--- config.mk ---
export PLATFORM = sky130hd
export DESIGN_NAME = alu_pipe
export DESIGN_NICKNAME = d
export VERILOG_FILES = /design/src/rtl/alu_pipe_pkg.sv /design/src/rtl/alu_pipe_core.sv /design/src/rtl/alu_pipe.sv
export SDC_FILE = /design/constraint.sdc
export NUM_CORES = 1
export LEC_CHECK = 0
export BUFFER_PORTS_ARGS = -buffer_cell sky130_fd_sc_hd__buf_4
export CORE_AREA = 2 2 109 111
export DETAILED_ROUTE_END_ITERATION = 6
export DIE_AREA = 0 0 111 113
export MAX_ROUTING_LAYER = met4
export PLACE_DENSITY = 0.38
export SLEW_MARGIN = 20
export SYNTH_ARGS = -nofsm -noshare
export SYNTH_HDL_FRONTEND = slang
export SYNTH_SLANG_ARGS = --single-unit
--- constraint.sdc ---
create_clock -name clk -period 7.1 [get_ports clk]
set_input_delay 0.71 -clock clk [delete_from_list [all_inputs] [get_ports clk]]
set_output_delay 0.71 -clock clk [all_outputs]
set_load 0.02 [all_outputs]
--- src/rtl/alu_pipe_pkg.sv ---
// alu_pipe_pkg: shared opcode, flag types and saturation helper for the add/sub pipeline
package alu_pipe_pkg;
  typedef enum logic [1:0] {ADD = 2'd0, SUB = 2'd1, ADC = 2'd2, SBB = 2'd3} alu_op_t;
  typedef struct packed {
    logic c;
    logic v;
    logic z;
    logic n;
  } alu_flags_t;
  function automatic logic [63:0] sat_value(input int width, input logic sign);
    logic [63:0] smax;
    smax = (64'd1 << (width - 1)) - 64'd1;
    return sign ? ~smax : smax;
  endfunction
endpackage

--- src/rtl/alu_pipe_core.sv ---
// alu_core: combinational add/sub with carry chaining, optional signed saturation and flags
module alu_core
  import alu_pipe_pkg::*;
#(
  parameter int W = 8
) (
  input  alu_op_t        op,
  input  logic           sat,
  input  logic           cin,
  input  logic [W-1:0]   a,
  input  logic [W-1:0]   b,
  output logic [W-1:0]   result,
  output alu_flags_t     flags
);
  logic         sub;
  logic         ci;
  logic [W:0]   sum;
  logic         ovf;
  always_comb begin
    sub    = op == SUB || op == SBB;
    ci     = (op == ADC || op == SBB) && cin;
    sum    = sub ? {1'b0, a} - {1'b0, b} - {{W{1'b0}}, ci} : {1'b0, a} + {1'b0, b} + {{W{1'b0}}, ci};
    ovf    = (sub ? a[W-1] != b[W-1] : a[W-1] == b[W-1]) && sum[W-1] != a[W-1];
    result = sat && ovf ? W'(sat_value(W, a[W-1])) : sum[W-1:0];
    flags  = '{c: sum[W], v: ovf, z: result == '0, n: result[W-1]};
  end
endmodule

--- src/rtl/alu_pipe.sv ---
// alu_pipe: operand register, add/sub core and PIPE_STAGES result registers under one shared stall
module alu_pipe
  import alu_pipe_pkg::*;
#(
  parameter int DATA_WIDTH  = 8,
  parameter int PIPE_STAGES = 2
) (
  input  logic                  clk,
  input  logic                  rst_n,
  input  logic                  in_valid,
  output logic                  in_ready,
  input  alu_op_t               op_in,
  input  logic                  sat_in,
  input  logic                  carry_in,
  input  logic [DATA_WIDTH-1:0] a_in,
  input  logic [DATA_WIDTH-1:0] b_in,
  output logic                  out_valid,
  input  logic                  out_ready,
  output logic [DATA_WIDTH-1:0] result_out,
  output logic                  carry_out,
  output logic                  ovf_out,
  output logic                  zero_out,
  output logic                  neg_out
);
  logic                  in_v;
  alu_op_t               op_q;
  logic                  sat_q;
  logic                  cin_q;
  logic [DATA_WIDTH-1:0] a_q;
  logic [DATA_WIDTH-1:0] b_q;
  logic [DATA_WIDTH-1:0] core_res;
  alu_flags_t            core_flg;
  assign in_ready = !out_valid || out_ready;
  always_ff @(posedge clk or negedge rst_n)
    if (!rst_n) begin
      in_v  <= 1'b0;
      op_q  <= ADD;
      sat_q <= 1'b0;
      cin_q <= 1'b0;
      a_q   <= '0;
      b_q   <= '0;
    end else if (in_ready) begin
      in_v <= in_valid;
      if (in_valid) begin
        op_q  <= op_in;
        sat_q <= sat_in;
        cin_q <= carry_in;
        a_q   <= a_in;
        b_q   <= b_in;
      end
    end
  alu_core #(.W(DATA_WIDTH)) u_core (
    .op(op_q), .sat(sat_q), .cin(cin_q), .a(a_q), .b(b_q),
    .result(core_res), .flags(core_flg)
  );
  for (genvar i = 0; i < PIPE_STAGES; i++) begin : g_st
    logic                  v;
    logic [DATA_WIDTH-1:0] r;
    alu_flags_t            f;
    logic                  v_d;
    logic [DATA_WIDTH-1:0] r_d;
    alu_flags_t            f_d;
    if (i == 0) begin : g_first
      assign v_d = in_v;
      assign r_d = core_res;
      assign f_d = core_flg;
    end else begin : g_next
      assign v_d = g_st[i-1].v;
      assign r_d = g_st[i-1].r;
      assign f_d = g_st[i-1].f;
    end
    always_ff @(posedge clk or negedge rst_n)
      if (!rst_n) begin
        v <= 1'b0;
        r <= '0;
        f <= '0;
      end else if (in_ready) begin
        v <= v_d;
        r <= r_d;
        f <= f_d;
      end
  end
  assign out_valid  = g_st[PIPE_STAGES-1].v;
  assign result_out = g_st[PIPE_STAGES-1].r;
  assign {carry_out, ovf_out, zero_out, neg_out} = g_st[PIPE_STAGES-1].f;
endmodule

==> results of run 1 <==
==> metrics by stage <==
step / instance area (um2) / setup slack (ns) / total power, mW / hold slack, ns / cells
3_3_place_gp: 3199 / 4.095 / 1.274 / 0.4547 / 453
5_1_grt: 3367 / 3.874 / 1.676 / 0.4798 / 461
4_1_cts: 3367 / 4.079 / 1.553 / 0.4520 / 461
2_1_floorplan: 2774 / 4.397 / 1.045 / 0.4144 / 281
3_5_place_dp: 3199 / 4.074 / 1.276 / 0.4529 / 453
6_report: 3367 / 4.074 / 1.532 / 0.4128 / 461
==> power groups by stage <==
stage / clock network [mW] / registers (mW) / logic [mW]
finish: 0.270 / 0.425 / 0.836
global route: 0.292 / 0.443 / 0.942
CTS: 0.277 / 0.428 / 0.848
detailed placement: 0 / 0.433 / 0.843
global placement: 0 / 0.430 / 0.843
floorplan: 0 / 0.449 / 0.597
==> critical path: cells and delay by family (launching register included) <==
| kind | cells | cell delay (ns) |
|---|---|---|
| buf+inv | 1 | 0.05 |
| simple gates | 1 | 0.19 |
| compound gates | 6 | 1.35 |
| fa+ha+maj | 2 | 0.71 |
| flops | 1 | 0.38 |
| xor+xnor | 1 | 0.21 |
==> registers in the layout (all words and copies together) (netlist names) <==
signal,cells
ovf_out,1
zero_out,1
out_valid,1
g_st.v_d,1
g_st.v,1
a_q,8
op_q,2
g_st.r,8
sat_q,1
cin_q,1
g_st.f,3
b_q,8
result_out,8
carry_out,1
==> per-layer routing <==
metal | GRT usage | up-vias
met2 | 0.1632 | 42
met1 | 0.1425 | 921
met5 | - | -
met3 | 0.02250 | 5
met4 | 0.02500 | 0
li1 | - | 1030
==> worst min-delay path by stage <==
| stage | slack [ns] | startpoint | endpoint |
|---|---|---|---|
| floorplan | 0.41 | rst_n | a_q[0] |
| global placement | 0.45 | result_out[6] | result_out[6] |
| detailed placement | 0.45 | g_st[0].v | g_st[0].v |
| CTS | 0.45 | rst_n | g_st[0].f[1] |
| global route | 0.48 | rst_n | a_q[0] |
| finish | 0.41 | rst_n | result_out[5] |
==> cell type report <==
| cell class | instances | area, um2 |
|---|---|---|
| clock buffer | 6 | 128.9 |
| clock inverter | 2 | 38.79 |
| fill | 1210 | 7905 |
| inverter | 22 | 82.58 |
| multi-input combinational | 205 | 1526 |
| sequential | 45 | 1126 |
| tap | 143 | 178.9 |
| timing repair buffer | 38 | 285.3 |
==> cells by family after synthesis <==
kind of cell / count (synthesis) / synth area share
buf+inv: 31 / 0.04375
xor+xnor: 11 / 0.03473
flops: 45 / 0.4060
compound gates: 42 / 0.1263
simple gates: 102 / 0.1660
mux: 25 / 0.09969
fa+ha+maj: 25 / 0.1236
==> synthesized netlist by cell type (all sizes together), types with 3 or more instances <==
library cell,n,share of area
clkbuf,7,0.0095
nand2,54,0.073
nor2b,6,0.014
a211oi,3,0.0081
nor3,8,0.014
mux2,21,0.085
fa,4,0.029
nand2b,7,0.016
nor2,17,0.023
a21oi,10,0.018
dfrtp,45,0.41
inv,22,0.030
xnor2,9,0.028
mux2i,4,0.014
ha,21,0.095
o21ai,7,0.014
==> results.cfg, run 1 <==
[clock_network]
cts_root_buf = clkbuf_16
cts_resized = 0
h-tree-depth = 2
post_cts_buffers = 0
cts.clk_slew.worst_paths_ns = 0.07
cts_buffer_depth = 2
cts_hold_buffers = 0
cts_tree = built
insertion_delay_ns = 0.29
cts_sinks = 45
numCtsBuffers = 5

[logic_synthesis]
synth_edf_count = 0
ys_types = 46
ys_seq_area_frac = 0.4060
syn-num-nets = 330
syn_area_um2 = 2774
ys_seq_elements = 45
yosys_warnings = 0
ys_async_sr_fraction = 1.000
ys.flop_type = dfrtp_1
syn_area_per_cell_um2 = 9.872
syn_inst = 281

[route]
top_layer_used = met4
antenna_left = 0
vias = 1998
wl_met1_mm = 3.136
vias_per_cell = 4.334
met3_length_um = 238
drt_pass1_iterations = 4
drtIter0Drc = 68
wl_met2_mm = 2.611
wire_per_inst_um = 13.08
wirelength_mm = 6.028
drc = 0

[timing]
hold_viol_final = 0
finalSetupViolCount = 0
finalClockSkew_ns = 0.01017
fmax_mhz = 330.5
relSlewSlack = 0.3919
rsz0062_at_grt = false
report.final.slew_viol_count = 0
fin_setup_tns_ns = 0
fin_crit_sh = 0.4262
tightestPinTransition_ns = 0.9100
fin_crit_ns = 3.026

[global_routing]
grt_max_degree = 46
grt_pass1_vias = 2040
grt_use_total = 0.1055
grt-ovfl-total = 0
antenna_found_initial = 0
grt_pass1_wl_mm = 10.31

[power]
p_int_mw = 0.8835
p_comb_frac = 0.546
pwr-share-seq = 0.278
power_switching_mw = 0.6484
ir_drop_uv = 153.3
power_density_nw_per_um2 = 455.0
switching_share = 0.4233
power.leakage_nw = 1.589
power.share.clock = 0.177

[finish]
final_common_cell = nand2_1
nNetsFinal = 366
final_cell_mix = nand2_1 (54), dfrtp_1 (45), buf_4 (38), inv_1 (22)
n_antenna_cell = 0
utilization = 0.2987
syn_to_final_growth_pct = 21.38
layout-drive-gt1-share = 0.2327

[floorplanning]
rows = 39
start_util = 0.2461
fp.dieH_um = 113
ios = 38
core_area_um2 = 11270
dieWidth_um = 111
die-area_um2 = 12540

[placed_design]
io_buffers = 37
place.gp.congestion = 0.7490
detailed_place_hpwl_mm = 4.546

[min_path]
hp-class = primary input to asynchronous set/reset pin

[setup_path]
worstSetupPathType = flip-flop to flip-flop
crit_required_ns = 7.28
critPathCapture = g_st[0].r[2]
arrival_ns = 3.20
endpoint_kind = flip-flop
reg2reg_from = cin_q
r2r-end = g_st[0].r[2]
reg2reg_depth = 11
critPathMaxFanout = 3
cpMaxStageDelayCell = fa_1
worstPathCellList = and2_1, fa_1, inv_1, ha_1, o2111ai_1, o211a_1, o21ai_1, xor2_1, a221oi_2, a41oi_2, a22o_1
cpPeakStageDelay_ns = 0.53
r2r_slack_ns = 4.07
start_kind = flip-flop
startpoint = cin_q

[run]
drv_cap = 0

[run_status]
status = complete, no violations
Note: power is estimated with default switching activity, not from simulation.
==> inputs of run 2 (changes only) <==
PLACE_DENSITY = 0.39   (was 0.38)
clock period = 2.7 ns   (was 7.1 ns; I/O delays follow)
==> results.cfg, run 2 (same netlist as run 1, synthesis figures left out) <==
[run_status]
status = finished, violations left
violations = hold timing, setup timing

[global_routing]
grt_pass1_vias = 2140
grt_use_total = 0.1112
grt_pass1_wl_mm = 10.81
grt-ovfl-total = 0
antenna_found_initial = 0
grt_max_degree = 46

[finish]
final_common_cell = buf_4
final_cell_mix = buf_4 (57), nand2_1 (54), dfrtp_1 (45), mux2_2 (21), inv_1 (19)
syn_to_final_growth_pct = 32.30
stdcell_area_um2 = 3670
nNetsFinal = 389
finalNonFillerCells = 484
layout-drive-gt1-share = 0.3490
utilization = 0.3256
n_antenna_cell = 0

[placed_design]
detailed_place_hpwl_mm = 4.788
place.gp.congestion = 0.8440
preCtsSetupSlack_ns = -0.1354
io_buffers = 37
dpl_cell_area_um2 = 3334
place_inst = 471

[power]
power_mw = 4.584
ir_drop_uv = 465.3
power.leakage_nw = 1.717
power_density_nw_per_um2 = 1249

[setup_path]
r2r_slack_ns = -0.06
start_kind = flip-flop
critPathMaxFanout = 3
arrival_ns = 2.94
cpMaxStageDelayCell = fa_2
reg2reg_from = cin_q
reg2reg_depth = 11
endpoint_kind = flip-flop
r2r-end = g_st[0].r[2]
crit_required_ns = 2.88
cpPeakStageDelay_ns = 0.55
worstPathCellList = and2_4, fa_2, inv_2, ha_4, o2111ai_2, o211a_1, o21ai_2, xor2_2, a221oi_2, a41oi_2, a22o_1
worstSetupPathType = flip-flop to flip-flop

[timing]
fmax_mhz = 362.5
hold_viol_final = 31
holdWs_ns = -0.03204
fin_ws_ns = -0.05862
report.final.slew_viol_count = 0
tightestPinTransition_ns = 0.7934
fin_setup_tns_ns = -0.2222
rsz0062_at_grt = true
finalSetupViolCount = 6
relSlewSlack = 0.4710
finalClockSkew_ns = 0.007724
fin_crit_ns = 2.759
fin_crit_sh = 1.022

[clock_network]
numCtsBuffers = 5
cts_buffer_depth = 2
cts_sinks = 45
cts_hold_buffers = 0
insertion_delay_ns = 0.29
h-tree-depth = 2
cts_tree = built
cts.clk_slew.worst_paths_ns = 0.07
cts_root_buf = clkbuf_16

[floorplanning]
rows = 39
dieWidth_um = 111
start_util = 0.2461
fp.dieH_um = 113
ios = 38
die-area_um2 = 12540
core_area_um2 = 11270

[route]
top_layer_used = met4
wirelength_mm = 6.502
vias = 2130
drt_pass1_iterations = 4
met3_length_um = 284
wl_met1_mm = 3.211
drtIter0Drc = 145
wl_met2_mm = 2.940
antenna_left = 0
drc = 0
wire_per_inst_um = 13.43
vias_per_cell = 4.401

[run]
drv_cap = 0

[min_path]
hp-class = primary input to asynchronous set/reset pin
run 2: report_power, final:
group | total [mW] | internal, mW | switching [mW]
combinational | 2.75 | 1.32 | 1.43
sequential | 1.12 | 0.928 | 0.188
clock | 0.717 | 0.439 | 0.278
total | 4.58 | 2.68 | 1.90
run 2: cell type report:
cell class | count | area (um2)
well taps | 143 | 178.9
clock inverters | 2 | 38.79
clock buffers | 6 | 128.9
fillers | 1194 | 7602
repair buffers | 61 | 473.0
multi-input cells | 205 | 1642
flip-flops and latches | 45 | 1126
inverters | 22 | 82.58
run 2: critical path: cells and delay by family, from the launching register on:
family	cells	cell delay (ns)
XOR/XNOR	1	0.16
flip-flops	1	0.38
adder cells (fa/ha/maj)	2	0.70
AND/OR/NAND/NOR	1	0.17
buffers and inverters	1	0.05
AO/OA/AOI/OAI	6	1.20
run 2: worst max path at each step:
stage / cells after the start / slack, ns / to / startpoint
finish: 11 / -0.06 / g_st[0].r[2] / cin_q
detailed placement: 12 / -0.14 / g_st[0].r[6] / cin_q
global route: 12 / -0.20 / g_st[0].f[1] / cin_q
global placement: 12 / -0.12 / g_st[0].r[6] / cin_q
CTS: 11 / -0.07 / g_st[0].r[2] / cin_q
floorplan: 11 / 0.02 / g_st[0].r[1] / cin_q
run 2: what timing repair did:
item,in CTS,in global routing
setup buffers,1,4
setup endpoints to repair,9,10
pin swaps,6,10
resized for setup,7,24
run 2: per-layer routing:
layer | global-route usage | vias to the layer above
li1 | - | 1069
met1 | 0.1463 | 1012
met2 | 0.1746 | 41
met4 | 0.02750 | 0
met3 | 0.02571 | 8
met5 | - | -
==> inputs of run 3 (changes only) <==
--- a/config.mk
+++ b/config.mk
@@ -8,4 +8,5 @@
 export BUFFER_PORTS_ARGS = -buffer_cell sky130_fd_sc_hd__buf_4
 export CORE_AREA = 2 2 109 111
+export CTS_BUF_LIST = sky130_fd_sc_hd__clkbuf_2 sky130_fd_sc_hd__clkbuf_4 sky130_fd_sc_hd__clkbuf_8
 export DETAILED_ROUTE_END_ITERATION = 6
 export DIE_AREA = 0 0 111 113
==> constraint.sdc (replaced) <==
create_clock -name clk -period 2.7 [get_ports clk]
set_input_delay 0.27 -clock clk [delete_from_list [all_inputs] [get_ports clk]]
set_output_delay 0.27 -clock clk [all_outputs]
set_load 0.05 [all_outputs]
==> results.cfg, run 3 (same netlist as run 1, synthesis figures left out) <==
[clock_network]
cts_sinks = 45
cts.clk_slew.worst_paths_ns = 0.10
cts_buffer_depth = 2
numCtsBuffers = 5
h-tree-depth = 2
cts_root_buf = clkbuf_8
insertion_delay_ns = 0.31
cts_tree = built

[placed_design]
dpl_cell_area_um2 = 3342
place.gp.congestion = 0.8548
detailed_place_hpwl_mm = 4.856
place_inst = 472
io_buffers = 37
preCtsSetupSlack_ns = -0.1501

[route]
wire_per_inst_um = 13.35
vias = 2138
drt_pass1_iterations = 4
antenna_left = 0
drtIter0Drc = 74
drc = 0
wirelength_mm = 6.462
vias_per_cell = 4.417

[setup_path]
startpoint = cin_q
reg2reg_depth = 12
critPathCapture = g_st[0].r[6]
start_kind = flip-flop
critPathMaxFanout = 4
r2r-end = g_st[0].r[6]
r2r_slack_ns = -0.12
reg2reg_from = cin_q
crit_required_ns = 2.90
endpoint_kind = flip-flop
arrival_ns = 3.02
worstSetupPathType = flip-flop to flip-flop

[floorplanning]
rows = 39
ios = 38
start_util = 0.2461
dieWidth_um = 111
core_area_um2 = 11270
fp.dieH_um = 113
die-area_um2 = 12540

[timing]
report.final.slew_viol_count = 0
fin_ws_ns = -0.1183
tightestPinTransition_ns = 0.7997
relSlewSlack = 0.4669
finalSetupViolCount = 7
fin_crit_sh = 1.044
rsz0062_at_grt = true
hold_viol_final = 0
fin_crit_ns = 2.818
finalClockSkew_ns = 0.01435
fmax_mhz = 354.8

[global_routing]
grt_pass1_wl_mm = 10.78
grt_max_degree = 46
grt_pass1_vias = 2177
grt-ovfl-total = 0
antenna_found_initial = 0
grt_use_total = 0.1111

[power]
power.leakage_nw = 1.691
power_density_nw_per_um2 = 1280
ir_drop_uv = 436.6

[finish]
finalNonFillerCells = 484
layout-drive-gt1-share = 0.3343
final_cell_mix = buf_4 (58), nand2_1 (54), dfrtp_1 (45), mux2_2 (21), inv_1 (20)
syn_to_final_growth_pct = 28.91
final_common_cell = buf_4
nNetsFinal = 389
stdcell_area_um2 = 3576
n_antenna_cell = 0

[run_status]
status = finished, violations left
violations = setup timing

[min_path]
hp-class = primary input to flip-flop

[run]
drv_cap = 0
## run 3: changes by cell type in the layout (fill, tap and decap cells not counted), sizes merged
cell | previous run | this run
dlygate4sd3 | 0 | 1
buf | 61 | 60
## run 3: per-layer routing
metal  global-route usage  vias up  wire, um
li1                     -     1068         -
met1               0.1430     1033      3056
met2               0.1791       33      3126
met3              0.02625        4       229
met4              0.02500        0        48
met5                    -        -         0
## run 3: worst min path at each step
stage | start | endpoint | slack (ns) | depth (start not counted)
global placement | rst_n | result_out[3] | 0.33 | 1
detailed placement | rst_n | result_out[3] | 0.33 | 1
finish | b_in[6] | b_q[6] | 0.18 | 2
CTS | b_in[6] | b_q[6] | 0.16 | 2
floorplan | rst_n | a_q[0] | -0.03 | 0
global route | b_in[7] | b_q[7] | 0.17 | 2
## run 3: critical path, cell delays in order, from the launching register on
cell       delay, ns
dfrtp_1         0.40
and2_4          0.17
fa_1            0.52
inv_1           0.06
ha_2            0.17
o2111ai_2       0.16
o211a_1         0.22
o21ai_2         0.08
xor2_2          0.17
buf_4           0.15
a41oi_4         0.28
o211ai_1        0.17
o211a_1         0.16
## run 3: metrics by stage
stage          power (mW)  setup TNS, ns    util  hold WS, ns
5_1_grt             4.965         -1.812  0.3172       0.1656
2_1_floorplan       2.967              0       -     -0.02559
4_1_cts             4.541        -0.3577  0.3134       0.1645
6_report            4.579        -0.4481  0.3172       0.1757
3_5_place_dp        3.815        -0.8818  0.2965       0.3258
3_3_place_gp        3.802        -0.5677  0.2965       0.3250
## run 3: where the power goes
| group | total [mW] | switching (mW) | internal [mW] |
|---|---|---|---|
| logic | 2.92 | 1.64 | 1.28 |
| registers | 1.11 | 0.186 | 0.927 |
| clock network | 0.546 | 0.258 | 0.288 |
| total | 4.58 | 2.08 | 2.50 |
## run 3: repair_timing
action	CTS	global route
pin swaps	5	3
endpoints found under the hold margin	45	0
resized for setup	12	9
hold buffers	1	0
buffers inserted	1	2
setup endpoints to repair	9	10
## run 3: layout make-up
| class | instances | area (um2) |
|---|---|---|
| timing repair buffer | 61 | 467.9 |
| sequential | 45 | 1126 |
| clock buffer | 6 | 76.32 |
| inverter | 22 | 82.58 |
| fill | 1214 | 7696 |
| clock inverter | 2 | 38.79 |
| multi-input combinational | 205 | 1605 |
| tap | 143 | 178.9 |
